`config.mk`:
```
export PLATFORM = sky130hd
export DESIGN_NAME = seq_div_counter
export DESIGN_NICKNAME = d
export VERILOG_FILES = /design/src/rtl/seq_div_counter.sv
export SDC_FILE = /design/constraint.sdc
export NUM_CORES = 1
export LEC_CHECK = 0
export ABC_AREA = 0
export ABC_CLOCK_PERIOD_IN_PS = 3600
export BUFFER_PORTS_ARGS = -buffer_cell sky130_fd_sc_hd__buf_4
export CORE_UTILIZATION = 38
export DETAILED_ROUTE_END_ITERATION = 8
export PLACE_DENSITY = 0.57
export RECOVER_POWER = 50
export SYNTH_ARGS = -nofsm -noshare
export SYNTH_HDL_FRONTEND = slang
export SYNTH_SLANG_ARGS = --single-unit
```
`constraint.sdc`:
```
create_clock -name clk -period 3.6 [get_ports clk]
set_input_delay 0.36 -clock clk [delete_from_list [all_inputs] [get_ports clk]]
set_output_delay 0.36 -clock clk [all_outputs]
set_load 0.03 [all_outputs]
```
`src/rtl/seq_div_counter.sv`:
```
// Loadable down-counter whose count can also be divided in place by an operand
// through a multi-cycle restoring divider. COUNTER_SATURATE_EN holds dec at zero.
module seq_div_counter #(
    parameter int WIDTH = 8
) (
    input  logic             clk,
    input  logic             reset,
    input  logic [WIDTH-1:0] in,
    input  logic             latch,
    input  logic             div,
    input  logic             dec,
    output logic [WIDTH-1:0] count,
    output logic [WIDTH-1:0] rem,
    output logic             zero,
    output logic             busy,
    output logic             done,
    output logic             err
);

    localparam int IW = $clog2(WIDTH) + 1;
    localparam logic [0:0]    IDLE   = 1'b0;
    localparam logic [0:0]    DIVIDE = 1'b1;
    localparam logic [IW-1:0] LAST   = IW'(WIDTH - 1);

    logic [0:0]       state;
    logic [WIDTH-1:0] quo;
    logic [WIDTH-1:0] dvsr;
    logic [WIDTH-1:0] part;
    logic [IW-1:0]    iter;

    logic [WIDTH:0]   trial;
    logic             ge;
    logic [WIDTH-1:0] next_part;
    logic [WIDTH-1:0] next_quo;

    // quo starts as the dividend and shifts quotient bits in from the LSB as
    // dividend bits leave from the MSB.
    always_comb begin
        trial     = {part, quo[WIDTH-1]};
        ge        = (trial >= {1'b0, dvsr});
        next_part = ge ? (trial[WIDTH-1:0] - dvsr) : trial[WIDTH-1:0];
        next_quo  = {quo[WIDTH-2:0], ge};
    end

    assign zero = (count == '0);
    assign busy = (state == DIVIDE);

    always_ff @(posedge clk) begin
        if (reset) begin
            state <= IDLE;
            count <= '0;
            rem   <= '0;
            done  <= 1'b0;
            err   <= 1'b0;
            quo   <= '0;
            dvsr  <= '0;
            part  <= '0;
            iter  <= '0;
        end else begin
            done <= 1'b0;
            err  <= 1'b0;
            case (state)
                IDLE: begin
                    if (latch) begin
                        count <= in;
                    end else if (div) begin
                        if (in == '0) begin
                            err <= 1'b1;
                        end else begin
                            quo   <= count;
                            dvsr  <= in;
                            part  <= '0;
                            iter  <= '0;
                            state <= DIVIDE;
                        end
                    end else if (dec) begin
`ifdef COUNTER_SATURATE_EN
                        if (count != '0) begin
                            count <= count - WIDTH'(1);
                        end
`else
                        count <= count - WIDTH'(1);
`endif
                    end
                end
                DIVIDE: begin
                    quo  <= next_quo;
                    part <= next_part;
                    iter <= iter + IW'(1);
                    if (iter == LAST) begin
                        count <= next_quo;
                        rem   <= next_part;
                        done  <= 1'b1;
                        state <= IDLE;
                    end
                end
                default: state <= IDLE;
            endcase
        end
    end

endmodule

```
==> qor.csv, run 1 <==
metric;value;unit
numCtsBuffers;5;
drive_above_1_share;10.3;%
grt.overflow.total;0;
leakagePower;1.08;nW
finalMaxSlewViolations;0;
syn-num-nets;351;
rows;30;
worstHoldStart;in[0];
grt_pass1_vias;2099;
setup_tns;0;ps
min_period;2330;ps
gp_congestion;0.802;
min_path_cells;3;
hold_ws;309;ps
synth_area;0.00265;mm²
ys.warnings.count;0;
crit_arrival;2550;ps
synthToLayoutAreaGrowth;11.7;%
synth_cell_types;53;
drc_errors;0;
async_flop_share;0;%
nFillCells;722;
skew;16.4;ps
worst_r2r_path_depth;9;
p_int;0.970;mW
fin_total_pwr;1.58;mW
rsz0062_at_grt;false;
postCtsHoldBufs;0;
antenna_found_initial;0;
syn_area_per_cell;8.10;µm²
die_h;85.5;µm
synth_area_leaders;dfxtp_1 36%, nor2_1 5.8%, a21oi_1 5.1%;
wl;6760;µm
track_usage;18.8;%
cts_sinks;47;
hold_violations;0;
detail_route.iter0.violations;242;
clock_power_share;25.9;%
drv_cap;0;
end_kind;flip-flop;
post_cts_buffers;0;
n_antenna_cell;0;
grt_pass1_wl;10800;µm
powerDensity;533;mW/mm²
cts-root-buf;clkbuf_8;
die_w;85.5;µm
core;0.00676;mm²
pwr-share-seq;37.7;%
ir_drop;0.000194;V
synth_edf_count;0;
htreeDepth;2;
dr.pass1.iters;6;
drt-vias-per-instance;5.76;
cts_tree;yes;
swShare;38.5;%
final_cell_mix;47 x dfxtp_1, 41 x nor2_1, 28 x nand2_1, 27 x a21oi_1, 21 x clkbuf_1;
cts_resized;0;
dp_hpwl;4800;µm
clk_latency;310;ps
yosysTopAreaCell;dfxtp_1;
fmax;429;MHz
io_buffer_count;32;
start_util;39.2;%
io-pin-count;33;
hold_path.class;in2reg;
dr_total_vias;2476;
status;finished clean;
pre_cts_slack;1350;ps
clk_pin_slew;100;ps
drtAntennaViolNets;0;
cts_buffer_depth;2;
seq_area_frac_synth;35.5;%
cp-start-kind;flip-flop;
yosys.area.top_type_share;35.5;%
setup_viol_count_final;0;
netSwitchingPower;0.608;mW
worstMarginPinSlew;946;ps
criticalPathCategory;reg2reg;
setup.worst_path.start;quo[7]$_SDFFE_PP0P_;
die-area;0.00731;mm²
synth_top_flop_cell;dfxtp_1;
setup_slack;1270;ps
layout_commonest_cell;dfxtp_1;
final_nets;373;
synth-seq-cells;47;
post_drt_wl_per_cell;15.7;µm
grt_max_degree;48;
critPathMaxFanout;3;
critical_path_required;3820;ps
slew-limit-headroom;36.5;%
timing.final.crit_share;64.8;%
p_comb_share;36.4;%
r2r_start;quo[7]$_SDFFE_PP0P_;
syn_inst;327;
## per-stage QoR
stage          area (µm²)  instances  util [%]
6_report             2960        430      43.8
5_1_grt              2960        430      43.8
4_1_cts              3040        430      45.0
3_5_place_dp         2920        422      43.3
3_3_place_gp         2920        422      43.3
2_1_floorplan        2650        327         -
## power by group through the flow
stage	Clock, mW	Combinational, mW	Sequential [mW]
2_1_floorplan	0	0.432	0.611
3_3_place_gp	0	0.575	0.607
3_5_place_dp	0	0.577	0.607
4_1_cts	0.419	0.579	0.595
5_1_grt	0.438	0.629	0.601
6_report	0.408	0.574	0.595
## worst paths after layout
check,endpoint,slack (ps)
setup / recovery,rem[4]$_SDFFE_PP0P_,1270
hold / removal,dvsr[0]$_SDFFE_PP0P_,310
setup reg to reg,rem[4]$_SDFFE_PP0P_,1270
hold reg to reg,dvsr[2]$_SDFFE_PP0P_,460
## layout make-up
type	instances	area, µm²	area share, %
Clock buffer	5	68.8	2.33
Inverter	15	56.3	1.90
Multi-Input combinational cell	244	1560	52.6
Tap cell	80	100	3.38
Timing Repair Buffer	36	191	6.47
Sequential cell	47	941	31.8
Clock inverter	3	46.3	1.56
## routing by layer
| layer | global-route usage, % | vias up | wire, µm |
|---|---|---|---|
| met3 | 3.18 | 4 | 510 |
| met2 | 27.9 | 93 | 2950 |
| met4 | 5.00 | 0 | 49 |
| li1 | - | 1242 | - |
| met5 | 0 | - | 0 |
| met1 | 28.2 | 1137 | 3250 |
## registers in the layout (all words and copies together), names as in the netlist
| name | count |
|---|---|
| count | 8 |
| dvsr | 8 |
| part | 8 |
| quo | 8 |
| rem | 8 |
| iter | 4 |
| busy | 1 |
| done | 1 |
| err | 1 |
## critical path, cell delays in order (launching register included)
cell	delay, ps
dfxtp_1	330
inv_1	100
ha_1	180
inv_1	60
fa_1	410
a211oi_1	420
nor2_1	120
xor2_1	210
o21ai_0	140
a311oi_1	280
## cells in the mapped netlist (3+ instances only)
library cell and n:
dfxtp_1 47, nor3b_1 8, nor2_1 41, nand2_1 28
nand2b_1 6, buf_2 8, nand3_1 7, a211oi_1 9
nand4_1 3, nor3_1 11, clkbuf_1 10, a21oi_1 27
a211o_1 4, a22oi_1 3, or3_1 4, inv_1 15
a311oi_1 5, a32oi_1 3, mux2i_1 4, a222oi_1 7
or2_2 3, o21ai_0 18, ha_1 10, and2_1 3
o31ai_1 3, nor4_1 3, xor2_1 5
## logic make-up after synthesis
kind of cell               synth area share (%)
AOI/OAI and AO/OA                          26.7
muxes                                      1.94
buffers and inverters                      5.81
adders and majority gates                  5.48
and+or+nand+nor                            22.2
DFF                                        35.5
xor gates and xnor gates                   2.31
Power figures use the tool's default switching activity.
==> run 2: changes to the inputs <==
ABC_AREA = 1   (was 0)
ABC_CLOCK_PERIOD_IN_PS = 2100   (was 3600)
PLACE_DENSITY = 0.59   (was 0.57)
clock period = 2.1 ns   (was 3.6 ns; I/O delays follow)
==> run 2 against run 1 <==
Net effect:
- clock power rose by 51%
- die area fell by 2.8%
- sequential cell count did not move
- sequential power rose by 71%
- design area fell by 1.8%
- clock skew fell by 11 ps
- non-clock buffer count rose by 3
- area after synthesis fell by 2.9%
- synthesized cell count rose by 13%
- maximum frequency rose by 27%
- critical path type unchanged
- largest power group is now combinational logic
- highest routed layer unchanged
==> qor.csv, run 2 <==
metric;value;unit;change
dp_hpwl;4750;µm;was 4800 µm
rows;29;;was 30
syn-num-nets;392;;was 351
use_met3;3.05;%;was 3.18%
grt_pass1_wl;11000;µm;was 10800 µm
io_buffer_count;32;;unchanged
cts_resized;0;;unchanged
dr.pass1.iters;4;;was 6
cts_buffer_depth;2;;unchanged
wl;6320;µm;was 6760 µm
worst_r2r_path_depth;5;;was 9
fin_util;45.0;%;was 43.8%
grt_pass1_vias;2305;;was 2099
final_cells;478;;was 430
drv_cap;0;;unchanged
syn_area_per_cell;6.99;µm²;was 8.10 µm²
synth_area;0.00257;mm²;was 0.00265 mm²
grtUsageMet2;33.6;%;was 27.9%
fin_total_pwr;2.83;mW;was 1.58 mW
drive_above_1_share;10.7;%;was 10.3%
clk_pin_slew;90;ps;was 100 ps
synth_cell_types;33;;was 53
powerDensity;975;mW/mm²;was 533 mW/mm²
synth-seq-cells;47;;unchanged
ir_drop;0.000359;V;was 0.000194 V
final_nets;424;;was 373
yosysTopAreaCell;dfxtp_1;;unchanged
post_drt_wl_per_cell;13.2;µm;was 15.7 µm
dp.cells;470;;was 422
min_period;1840;ps;was 2330 ps
drt-vias-per-instance;5.11;;was 5.76
p_comb_share;42.1;%;was 36.4%
synth_area_leaders;dfxtp_1 37%, nand2_1 15%, a21oi_1 6.2%;;was dfxtp_1 36%, nor2_1 5.8%, a21oi_1 5.1%
drc_errors;0;;unchanged
synth_top_flop_cell;dfxtp_1;;unchanged
rrSetupSlack;260;ps;was 1270 ps
setup_slack;261;ps;was 1270 ps
dr_total_vias;2444;;was 2476
die-area;0.00711;mm²;was 0.00731 mm²
postCtsHoldBufs;0;;unchanged
yosys.area.top_type_share;36.6;%;was 35.5%
start_util;39.8;%;was 39.2%
status;finished clean;;unchanged
cp_slowest_stage_delay;530;ps;was 420 ps
end_kind;flip-flop;;unchanged
swShare;41.0;%;was 38.5%
syn_inst;368;;was 327
clk_latency;300;ps;was 310 ps
timing.final.crit_share;87.6;%;was 64.8%
p_int;1.67;mW;was 0.970 mW
drtAntennaViolNets;0;;unchanged
fmax;544;MHz;was 429 MHz
cts-root-buf;clkbuf_8;;unchanged
cp_cell_sequence;clkbuf_1, nor2_1, clkbuf_1, a21oi_1, a21oi_1;;was inv_1, ha_1, inv_1, fa_1, a211oi_1, nor2_1, xor2_1, o21ai_0, a311oi_1
seq_area_frac_synth;36.6;%;was 35.5%
pre_cts_slack;286;ps;was 1350 ps
hold_path.class;in2reg;;unchanged
die_h;84.3;µm;was 85.5 µm
grt-busiest-layer;met2;;was met1
use_met1;24.4;%;was 28.2%
cts_tree;yes;;unchanged
grt_max_degree;24;;was 48
ys.warnings.count;0;;unchanged
r2r_start;busy$_SDFF_PP0_;;was quo[7]$_SDFFE_PP0P_
rsz0062_at_grt;false;;unchanged
layout_commonest_cell;nand2_1;;was dfxtp_1
setup.worst_path.start;busy$_SDFF_PP0_;;was quo[7]$_SDFFE_PP0P_
critPathMaxFanout;14;;was 3
criticalPathCategory;reg2reg;;unchanged
synth.most_common_cell;nand2_1;;was dfxtp_1
detail_route.iter0.violations;146;;was 242
antenna_found_initial;0;;unchanged
crit_path_end;quo[4]$_SDFFE_PP0P_;;was rem[4]$_SDFFE_PP0P_
io-pin-count;33;;unchanged
nFillCells;696;;was 722
setup_viol_count_final;0;;unchanged
skew;5.13;ps;was 16.4 ps
worstMarginPinSlew;634;ps;was 946 ps
htreeDepth;2;;unchanged
cp-start-kind;flip-flop;;unchanged
slew-limit-headroom;57.8;%;was 36.5%
crit_arrival;2020;ps;was 2550 ps
die_w;84.3;µm;was 85.5 µm
finalMaxSlewViolations;0;;unchanged
grt.overflow.total;0;;unchanged
final_cell_mix;101 x nand2_1, 47 x dfxtp_1, 36 x inv_1, 32 x a21oi_1, 31 x nand3_1;;was 47 x dfxtp_1, 41 x nor2_1, 28 x nand2_1, 27 x a21oi_1, 21 x clkbuf_1
pwr-share-seq;36.2;%;was 37.7%
crit_slowest_cell;clkbuf_1;;was a211oi_1
setup_tns;0;ps;unchanged
numCtsBuffers;5;;unchanged
clock_power_share;21.8;%;was 25.9%
post_cts_buffers;0;;unchanged
synthToLayoutAreaGrowth;12.9;%;was 11.7%
reg2reg_to;quo[4]$_SDFFE_PP0P_;;was rem[4]$_SDFFE_PP0P_
cts_sinks;47;;unchanged
track_usage;19.1;%;was 18.8%
async_flop_share;0;%;unchanged
core;0.00646;mm²;was 0.00676 mm²
critical_path_required;2280;ps;was 3820 ps
synth_commonest_cells;101 x nand2_1, 47 x dfxtp_1, 35 x inv_1, 32 x a21oi_1, 31 x nand3_1;;was 47 x dfxtp_1, 41 x nor2_1, 28 x nand2_1, 27 x a21oi_1, 18 x o21ai_0
n_antenna_cell;0;;unchanged
synth_edf_count;0;;unchanged
gp_congestion;0.848;;was 0.802
netSwitchingPower;1.16;mW;was 0.608 mW
hold_violations;0;;unchanged
leakagePower;1.29;nW;was 1.08 nW
## run 2: cell count changes after synthesis, moves of 6 or more
cell	change
nand2_1	+73
nand3_1	+24
inv_1	+20
nor2_1	-15
nor3_1	-11
a31oi_1	+10
a211oi_1	-8
nor3b_1	-8
a222oi_1	-7
nand2b_1	-6
o21ai_0	+6
## run 2: power groups by stage
| stage | Sequential [mW] | Clock (mW) | Combinational (mW) |
|---|---|---|---|
| 3_3_place_gp | 1.04 | 0 | 1.20 |
| 4_1_cts | 1.02 | 0.632 | 1.21 |
| 2_1_floorplan | 1.06 | 0 | 0.937 |
| 3_5_place_dp | 1.04 | 0 | 1.21 |
| 5_1_grt | 1.03 | 0.677 | 1.35 |
| 6_report | 1.02 | 0.616 | 1.19 |
## run 2: per-layer routing
layer / wire [µm] / part of all wire, %
met5: 0 / 0
met4: 88 / 1.4
met3: 166 / 2.6
met2: 3040 / 48
met1: 3030 / 48
## run 2: worst min-delay path by stage
stage	startpoint	end	cells past startpoint
global placement	dvsr[2]$_SDFFE_PP0P_	dvsr[2]$_SDFFE_PP0P_	2
CTS	in[3]	dvsr[3]$_SDFFE_PP0P_	3
detailed placement	dvsr[3]$_SDFFE_PP0P_	dvsr[3]$_SDFFE_PP0P_	2
global route	in[3]	dvsr[3]$_SDFFE_PP0P_	3
finish	in[3]	dvsr[3]$_SDFFE_PP0P_	3
floorplan	reset	done$_SDFF_PP0_	1
## run 2: cell type report
type,instances,area [µm²],share of cell area [%]
Multi-Input combinational cell,269,1410,48.4
Sequential cell,47,941,32.4
Timing Repair Buffer,39,214,7.36
Inverter,38,144,4.95
Clock buffer,7,96.3,3.32
Tap cell,77,96.3,3.32
Clock inverter,1,7.51,0.258
## run 2: cells by family after synthesis
family                   after synthesis  synth area share, %
XOR/XNOR                               5                 1.70
AND/OR/NAND/NOR                      176                 30.6
buffers and inverters                 52                 8.70
adder cells (fa/ha/maj)               11                 5.64
flip-flops                            47                 36.6
AO/OA/AOI/OAI                         77                 16.8
## run 2: metrics by stage
step	area (µm²)	hold WS, ps
2_1_floorplan	2570	324
3_3_place_gp	2880	454
3_5_place_dp	2880	458
4_1_cts	2990	189
5_1_grt	2910	195
6_report	2910	194
## run 2: worst max-delay path, delay by kind of cell, from the launching register on
| kind | cells | cell delay, ps |
|---|---|---|
| DFF | 1 | 450 |
| buffers and inverters | 2 | 790 |
| and+or+nand+nor | 1 | 250 |
| AOI/OAI and AO/OA | 2 | 230 |
